## src/rtl/target_port.sv

```systemverilog
// target_port: serial-bus slave endpoint.
// Deserialises address/write data, strobes the local target, serialises read data back.
module target_port #(
    parameter logic [15:0] ADDR_BASE = 16'h0000,
    parameter logic [15:0] ADDR_MASK = 16'hF000
) (
    input  logic        clk,
    input  logic        rst_n,
    input  logic        bus_data_in,
    input  logic        bus_data_in_valid,
    input  logic        bus_mode,
    input  logic        bus_init_rw,
    input  logic        bus_init_ready,
    output logic        bus_data_out,
    output logic        bus_data_out_valid,
    output logic        target_ack,
    output logic        addr_hit,
    output logic [15:0] tgt_addr,
    output logic [7:0]  tgt_wdata,
    output logic        tgt_write,
    output logic        tgt_read,
    input  logic [7:0]  tgt_rdata,
    input  logic        tgt_rdata_valid
);

    typedef enum logic [2:0] {
        IDLE,
        ADDR,
        WDATA,
        RD_WAIT,
        RD_TX
    } state_t;

    state_t state_q, state_d;

    logic [15:0] addr_q, addr_d, addr_nxt;
    logic [4:0]  acnt_q, acnt_d;
    logic [7:0]  wdata_q, wdata_d, wdata_nxt;
    logic [2:0]  wcnt_q, wcnt_d;
    logic [7:0]  rdata_q, rdata_d;
    logic [3:0]  rcnt_q, rcnt_d;

    logic        dout_d;
    logic        dout_vld_d;
    logic        ack_d;
    logic        hit_d;
    logic        wr_d;
    logic        rd_d;
    logic [15:0] taddr_d;
    logic [7:0]  twdata_d;

    logic        addr_bit;
    logic        data_bit;
    logic        dec_hit;

    assign addr_bit = bus_data_in_valid & ~bus_mode;
    assign data_bit = bus_data_in_valid & bus_mode;

    // Shift-register contents as they will look once the current bit lands.
    always_comb begin
        addr_nxt                = addr_q;
        addr_nxt[acnt_q[3:0]]   = bus_data_in;
        wdata_nxt               = wdata_q;
        wdata_nxt[wcnt_q]       = bus_data_in;
    end

    assign dec_hit = (addr_nxt & ADDR_MASK) == (ADDR_BASE & ADDR_MASK);

    always_ff @(posedge clk or negedge rst_n) begin
        if (!rst_n) begin
            state_q <= IDLE;
        end else begin
            state_q <= state_d;
        end
    end

    always_comb begin
        state_d    = state_q;
        addr_d     = addr_q;
        acnt_d     = acnt_q;
        wdata_d    = wdata_q;
        wcnt_d     = wcnt_q;
        rdata_d    = rdata_q;
        rcnt_d     = rcnt_q;
        dout_d     = bus_data_out;
        dout_vld_d = 1'b0;
        ack_d      = 1'b0;
        hit_d      = addr_hit;
        wr_d       = 1'b0;
        rd_d       = 1'b0;
        taddr_d    = tgt_addr;
        twdata_d   = tgt_wdata;

        unique case (state_q)
            IDLE: begin
                if (addr_bit) begin
                    addr_d  = {15'd0, bus_data_in};
                    acnt_d  = 5'd1;
                    state_d = ADDR;
                end else if (data_bit) begin
                    acnt_d = 5'd0;
                    wcnt_d = 3'd0;
                    rcnt_d = 4'd0;
                    hit_d  = 1'b0;
                end
            end

            ADDR: begin
                if (addr_bit) begin
                    addr_d = addr_nxt;
                    if (acnt_q == 5'd15) begin
                        taddr_d = addr_nxt;
                        acnt_d  = 5'd0;
                        if (!dec_hit) begin
                            state_d = IDLE;
                        end else if (bus_init_rw) begin
                            hit_d   = 1'b1;
                            wcnt_d  = 3'd0;
                            state_d = WDATA;
                        end else begin
                            hit_d   = 1'b1;
                            rd_d    = 1'b1;
                            state_d = RD_WAIT;
                        end
                    end else begin
                        acnt_d = acnt_q + 5'd1;
                    end
                end else if (data_bit) begin
                    acnt_d  = 5'd0;
                    wcnt_d  = 3'd0;
                    rcnt_d  = 4'd0;
                    hit_d   = 1'b0;
                    state_d = IDLE;
                end
            end

            WDATA: begin
                if (data_bit) begin
                    wdata_d = wdata_nxt;
                    if (wcnt_q == 3'd7) begin
                        twdata_d = wdata_nxt;
                        wr_d     = 1'b1;
                        ack_d    = 1'b1;
                        hit_d    = 1'b0;
                        wcnt_d   = 3'd0;
                        state_d  = IDLE;
                    end else begin
                        wcnt_d = wcnt_q + 3'd1;
                    end
                end else if (addr_bit) begin
                    acnt_d  = 5'd0;
                    wcnt_d  = 3'd0;
                    rcnt_d  = 4'd0;
                    hit_d   = 1'b0;
                    state_d = IDLE;
                end
            end

            // Also live in the strobe cycle so a zero-latency target works.
            RD_WAIT: begin
                if (tgt_rdata_valid) begin
                    rdata_d = tgt_rdata;
                    rcnt_d  = 4'd0;
                    state_d = RD_TX;
                end
            end

            RD_TX: begin
                if (rcnt_q == 4'd8) begin
                    ack_d   = 1'b1;
                    hit_d   = 1'b0;
                    rcnt_d  = 4'd0;
                    state_d = IDLE;
                end else if (bus_init_ready) begin
                    dout_d     = rdata_q[0];
                    dout_vld_d = 1'b1;
                    rdata_d    = {1'b0, rdata_q[7:1]};
                    rcnt_d     = rcnt_q + 4'd1;
                end
            end

            default: begin
                state_d = IDLE;
            end
        endcase
    end

    always_ff @(posedge clk or negedge rst_n) begin
        if (!rst_n) begin
            addr_q             <= 16'd0;
            acnt_q             <= 5'd0;
            wdata_q            <= 8'd0;
            wcnt_q             <= 3'd0;
            rdata_q            <= 8'd0;
            rcnt_q             <= 4'd0;
            bus_data_out       <= 1'b0;
            bus_data_out_valid <= 1'b0;
            target_ack         <= 1'b0;
            addr_hit           <= 1'b0;
            tgt_addr           <= 16'd0;
            tgt_wdata          <= 8'd0;
            tgt_write          <= 1'b0;
            tgt_read           <= 1'b0;
        end else begin
            addr_q             <= addr_d;
            acnt_q             <= acnt_d;
            wdata_q            <= wdata_d;
            wcnt_q             <= wcnt_d;
            rdata_q            <= rdata_d;
            rcnt_q             <= rcnt_d;
            bus_data_out       <= dout_d;
            bus_data_out_valid <= dout_vld_d;
            target_ack         <= ack_d;
            addr_hit           <= hit_d;
            tgt_addr           <= taddr_d;
            tgt_wdata          <= twdata_d;
            tgt_write          <= wr_d;
            tgt_read           <= rd_d;
        end
    end

endmodule

```

## config.mk

```make
export PLATFORM = sky130hd
export DESIGN_NAME = target_port
export DESIGN_NICKNAME = d
export VERILOG_FILES = /design/src/rtl/target_port.sv
export SDC_FILE = /design/constraint.sdc
export NUM_CORES = 1
export LEC_CHECK = 0
export ABC_AREA = 1
export CAP_MARGIN = 0
export CORE_ASPECT_RATIO = 0.5
export CORE_MARGIN = 2
export CORE_UTILIZATION = 30
export CTS_CLUSTER_DIAMETER = 30
export CTS_CLUSTER_SIZE = 14
export DETAILED_ROUTE_END_ITERATION = 6
export PLACE_DENSITY = 0.51
export SYNTH_ARGS = -nofsm -noshare
export SYNTH_HDL_FRONTEND = slang
export SYNTH_SLANG_ARGS = --single-unit
```

## constraint.sdc

```tcl
create_clock -name clk -period 2.3 [get_ports clk]
set_clock_uncertainty 0.05 [all_clocks]
set_input_delay 0.575 -clock clk [delete_from_list [all_inputs] [get_ports clk]]
set_output_delay 0.575 -clock clk [all_outputs]
set_load 0.02 [all_outputs]
```

* After elaboration in Yosys (flattened, before gate mapping) *
Index checks and enable logic that the tools add are counted.
Widths: inputs -> output; s select.

storage, ports and cells
  register bits = 77
  input bits = 16
  word-level logic and storage cells = 144
  output and inout port bits = 30

operators by class
  mux-type cells = 72
  equality and inequality tests = 25
  bitwise gates (word level) = 4
  add/subtract/negate cells = 3
  reduce and logical (&&, ||, !) cells = 21
  order comparisons = 4

operators by type and width
  kind                 number
  $mux 3               17
  $mux 16              2
  $pmux 16 s2          1
  $mux 5               6
  $mux 4               7
  $mux 1               24
  $mux 8               3
  $ne 3x3->1 const B   7
  $reduce_and 7->1     3
  $ne 2x2->1 const B   10
  $bwmux 16            1
  $logic_not 16->1     1
  $pmux 4 s4           1
  $pmux 8 s2           1
  $pmux 3 s5           1
  $pmux 5 s3           1
  $reduce_and 3->1     5
  $pmux 3 s3           1
  $bwmux 8             1
  $reduce_bool 4->1    2
  $eq 3x2->1 const B   2
  $eq 3x3->1 const B   2
  $reduce_and 6->1     1
  $add 5x1->5 const B  1
  24 further kinds     28

* Logic depth before layout (Yosys ltp) *
Gate-level depths: netlist of the first run.

  depth in word-level cells = 10
  depth in mapped cells = 12
  depth with buffers taken out = 12

* Worst setup path before layout of the first run *
Ideal clock, no wire load.

  path type = register to register
  start point = reg with a tool-made name
  end point = reg wcnt_q[0]
  buffers on the path = 0
  slack = 0.614 ns
  setup time = 0.117 ns
  cell stages (with the launch flop) = 11
  required time = 2.133 ns
  period minus slack after synthesis = 1.686 ns
  arrival = 1.519 ns
  cells stage by stage = dfrtp_1 > ha_1 > nand3_1 > nor2_1 > inv_1 > nand2_2 > inv_1 > nor3_2 > nand2_1 > nand2_1 > nand2_1

RTL lines
  item                  RTL line  source
  to (signal assigned)  208       wcnt_q <= wcnt_d;
  to (decl)             39        logic [2:0] wcnt_q, wcnt_d;

* Final worst setup path of the first run *
  start point = reg addr_hit
  end point = out addr_hit

RTL lines
  item                    RTL line  source
  from (decl)             17        output logic addr_hit,
  from (signal assigned)  214       addr_hit <= hit_d;

No word-level cell between the ends.

==> results of run 1 <==
path summary, 6_finish.rpt:
kind,startpoint,end,cells past startpoint
max,addr_hit,addr_hit,1
min,rst_n,rdata_q[2],1
max reg2reg,flop,wcnt_q[1],10
min reg2reg,tgt_wdata[3],tgt_wdata[3],2
max in group asynchronous,rst_n,tgt_addr[0],2
min in group clk,tgt_wdata[3],tgt_wdata[3],2
power by group:
group	switching, mW	leakage (nW)	internal, mW
combinational	0.737	1.14	0.406
sequential	0.145	1.04	1.57
clock	0.538	0.172	1.07
total	1.42	2.35	3.04
registers in the layout (all words and copies together), names as in the netlist, named ones only:
name / cells
addr_q: 16
tgt_addr: 16
rdata_q: 8
tgt_wdata: 8
wdata_q: 8
acnt_q: 4
rcnt_q: 4
state_q: 3
wcnt_q: 3
addr_hit: 1
bus_data_out: 1
bus_data_out_valid: 1
target_ack: 1
tgt_read: 1
tgt_write: 1
per-stage QoR:
| stage | setup slack [ps] | hold slack, ps | cells |
|---|---|---|---|
| final | 317 | 66.0 | 735 |
| after global routing | 181 | 78.6 | 735 |
| after CTS | 309 | 71.9 | 735 |
| after detailed placement | 72.2 | 416 | 719 |
| after global placement | 97.9 | 407 | 719 |
| after floorplan | 614 | 229 | 504 |
cell usage after synthesis, types with 4 or more instances:
master	instances	share of area, %
buf_2	5	0.62
a21oi_1	11	1.4
ha_1	8	2.5
inv_2	8	0.75
a31oi_1	4	0.62
xor2_1	4	0.87
inv_1	45	4.2
o21ai_0	72	9.0
nor2_1	22	2.1
nand2_2	5	0.78
nand4_1	5	0.78
clkbuf_1	8	0.75
nor2_4	5	1.4
o21ai_2	7	1.5
nand3_1	39	4.9
buf_6	6	1.7
nand2_1	147	14
o21ai_1	11	1.4
dfrtp_1	77	48
nor2_2	4	0.62
kinds of logic after synthesis:
kind of cell | synth area share [%]
DFF | 48.0
AOI/OAI and AO/OA | 14.9
buffers and inverters | 8.00
and+or+nand+nor | 25.8
xor gates and xnor gates | 0.872
adders and majority gates | 2.49
per-layer routing:
| metal | up-vias | track usage (%) | wire length [um] |
|---|---|---|---|
| li1 | 1744 | - | - |
| met5 | - | 0 | 0 |
| met3 | 6 | 3.74 | 286 |
| met2 | 34 | 21.4 | 4030 |
| met4 | 0 | 4.11 | 73 |
| met1 | 1567 | 19.6 | 4970 |
cell type report:
class	instances	area, um2	area share (%)
Sequential cell	77	1930	38.1
Multi-Input combinational cell	355	1770	35.0
Timing Repair Buffer	64	603	11.9
Clock buffer	13	280	5.54
Tap cell	170	213	4.21
Inverter	53	199	3.93
Clock inverter	3	65.1	1.29
worst register-to-register path, cell delays in order (launching register included):
cell and delay (ps):
dfrtp_1 450, ha_1 210, nand3_1 210, nor2_1 150
inv_1 100, nand2_2 130, inv_1 60, nor3_2 210
nand2_1 140, nand2_1 70, nand2_1 50
==> impl_metrics.env, run 1 <==
export IMPL_postSynthCellCount=504
export IMPL_die_area_um2=14400
export IMPL_cap_violations=0
export IMPL_final_nets=584
export IMPL_core_um2=12900
export IMPL_ys_types=28
export IMPL_setup_tns_ps=0
export IMPL_cts_setup_buffers=0
export IMPL_fillers=1320
export IMPL_max_freq_mhz=504
export IMPL_async_reset_ff_share_pct=100
export IMPL_drt_iter0_markers=210
export IMPL_antenna_left=0
export IMPL_grt_setup_unrepaired="false"
export IMPL_clk_path_buf_depth=2
export IMPL_dr_pass1_iters=4
export IMPL_htreeDepth=3
export IMPL_final_cell_mix="147 x nand2_1, 77 x dfrtp_1, 72 x o21ai_0, 45 x inv_1, 44 x clkdlybuf4s50_1"
export IMPL_wl_per_cell_um=12.7
export IMPL_cts_resized=0
export IMPL_path_max_fanout=3
export IMPL_syn_nets=528
export IMPL_hold_viol_final=0
export IMPL_ys_seq_area_share_pct=48.0
export IMPL_slew_headroom_pct=66.4
export IMPL_final_common_cell="nand2_1"
export IMPL_netlist_area_um2=4020
export IMPL_num_rows=29
export IMPL_totalPowerFinal_mw=4.46
export IMPL_synthFlopType="dfrtp_1"
export IMPL_gp_congestion=0.820
export IMPL_ctsHoldBuffers=0
export IMPL_die_w_um=168
export IMPL_port_buffers=45
export IMPL_crit_chain="clkdlybuf4s50_1"
export IMPL_final_cell_area_um2=5060
export IMPL_ioPinCount=46
export IMPL_p_per_area_nw_per_um2=882
export IMPL_arrival_ps=1360
export IMPL_grt_remaining_overflow=0
export IMPL_cts_buffers=9
export IMPL_syn2layout_area_growth_pct=25.8
export IMPL_leakagePower_nw=2.35
export IMPL_synth_edf_count=0
export IMPL_period_share_pct=86.2
export IMPL_dp_hpwl_mm=6.79
export IMPL_r2r_slack_ps=350
export IMPL_setup_viol=0
export IMPL_cts_root_buffer="clkbuf_16"
export IMPL_die_h_um=85.8
export IMPL_syn_mean_instance_area_um2=7.97
export IMPL_startpoint_type="flop"
export IMPL_grt_start_max_net_pins=39
export IMPL_clock_latency_ps=330
export IMPL_cp_slowest_cell="clkdlybuf4s50_1"
export IMPL_antenna_found_initial=0
export IMPL_worstSetupEndpointType="output pin"
export IMPL_ys_ff_latch=77
export IMPL_peakVddDrop_uv=339
export IMPL_grt_pass1_wl_mm=16.1
export IMPL_outcome="completed"
export IMPL_path_buf_inv=1
export IMPL_diodes=0
export IMPL_cts_clk_slew_worst_paths_ps=60
export IMPL_grt_usage_pct=14.0
export IMPL_dpl_instance_area_um2=4710
export IMPL_grt_pass1_vias=3225
export IMPL_crit_required_ps=1670
export IMPL_cts_tree="yes"
export IMPL_num_vias=3351
export IMPL_utilization_pct=39.3
export IMPL_crit_type="reg -> out"
export IMPL_tightest_slew_ps=502
export IMPL_critPathTopFamily="buffers and inverters"
export IMPL_wirelength_mm=9.37
export IMPL_slowest_delay_ps=630
export IMPL_min_path_type="in -> async"
export IMPL_final_layout_size_suffix_gt1_share_pct=12.2
export IMPL_period_needed_ps=1980
export IMPL_initial_core_util_pct=31.2
export IMPL_via_per_inst=4.56
export IMPL_slew_viol_final=0
export IMPL_synth_yosys_warnings=0
export IMPL_numClockSinks=77
export IMPL_post_route_drc_count=0
No activity file was read; power rests on OpenSTA's default activity.
==> run 2, diff against run 1 <==
--- a/config.mk
+++ b/config.mk
@@ -14,6 +14,7 @@
 export CTS_CLUSTER_SIZE = 14
 export DETAILED_ROUTE_END_ITERATION = 6
 export PLACE_DENSITY = 0.51
+export SKIP_CTS_REPAIR_TIMING = 1
 export SYNTH_ARGS = -nofsm -noshare
 export SYNTH_HDL_FRONTEND = slang
 export SYNTH_SLANG_ARGS = --single-unit
==> results of run 2 <==
Same layout as run 1: the final DEF is identical, and so are final timing and power.
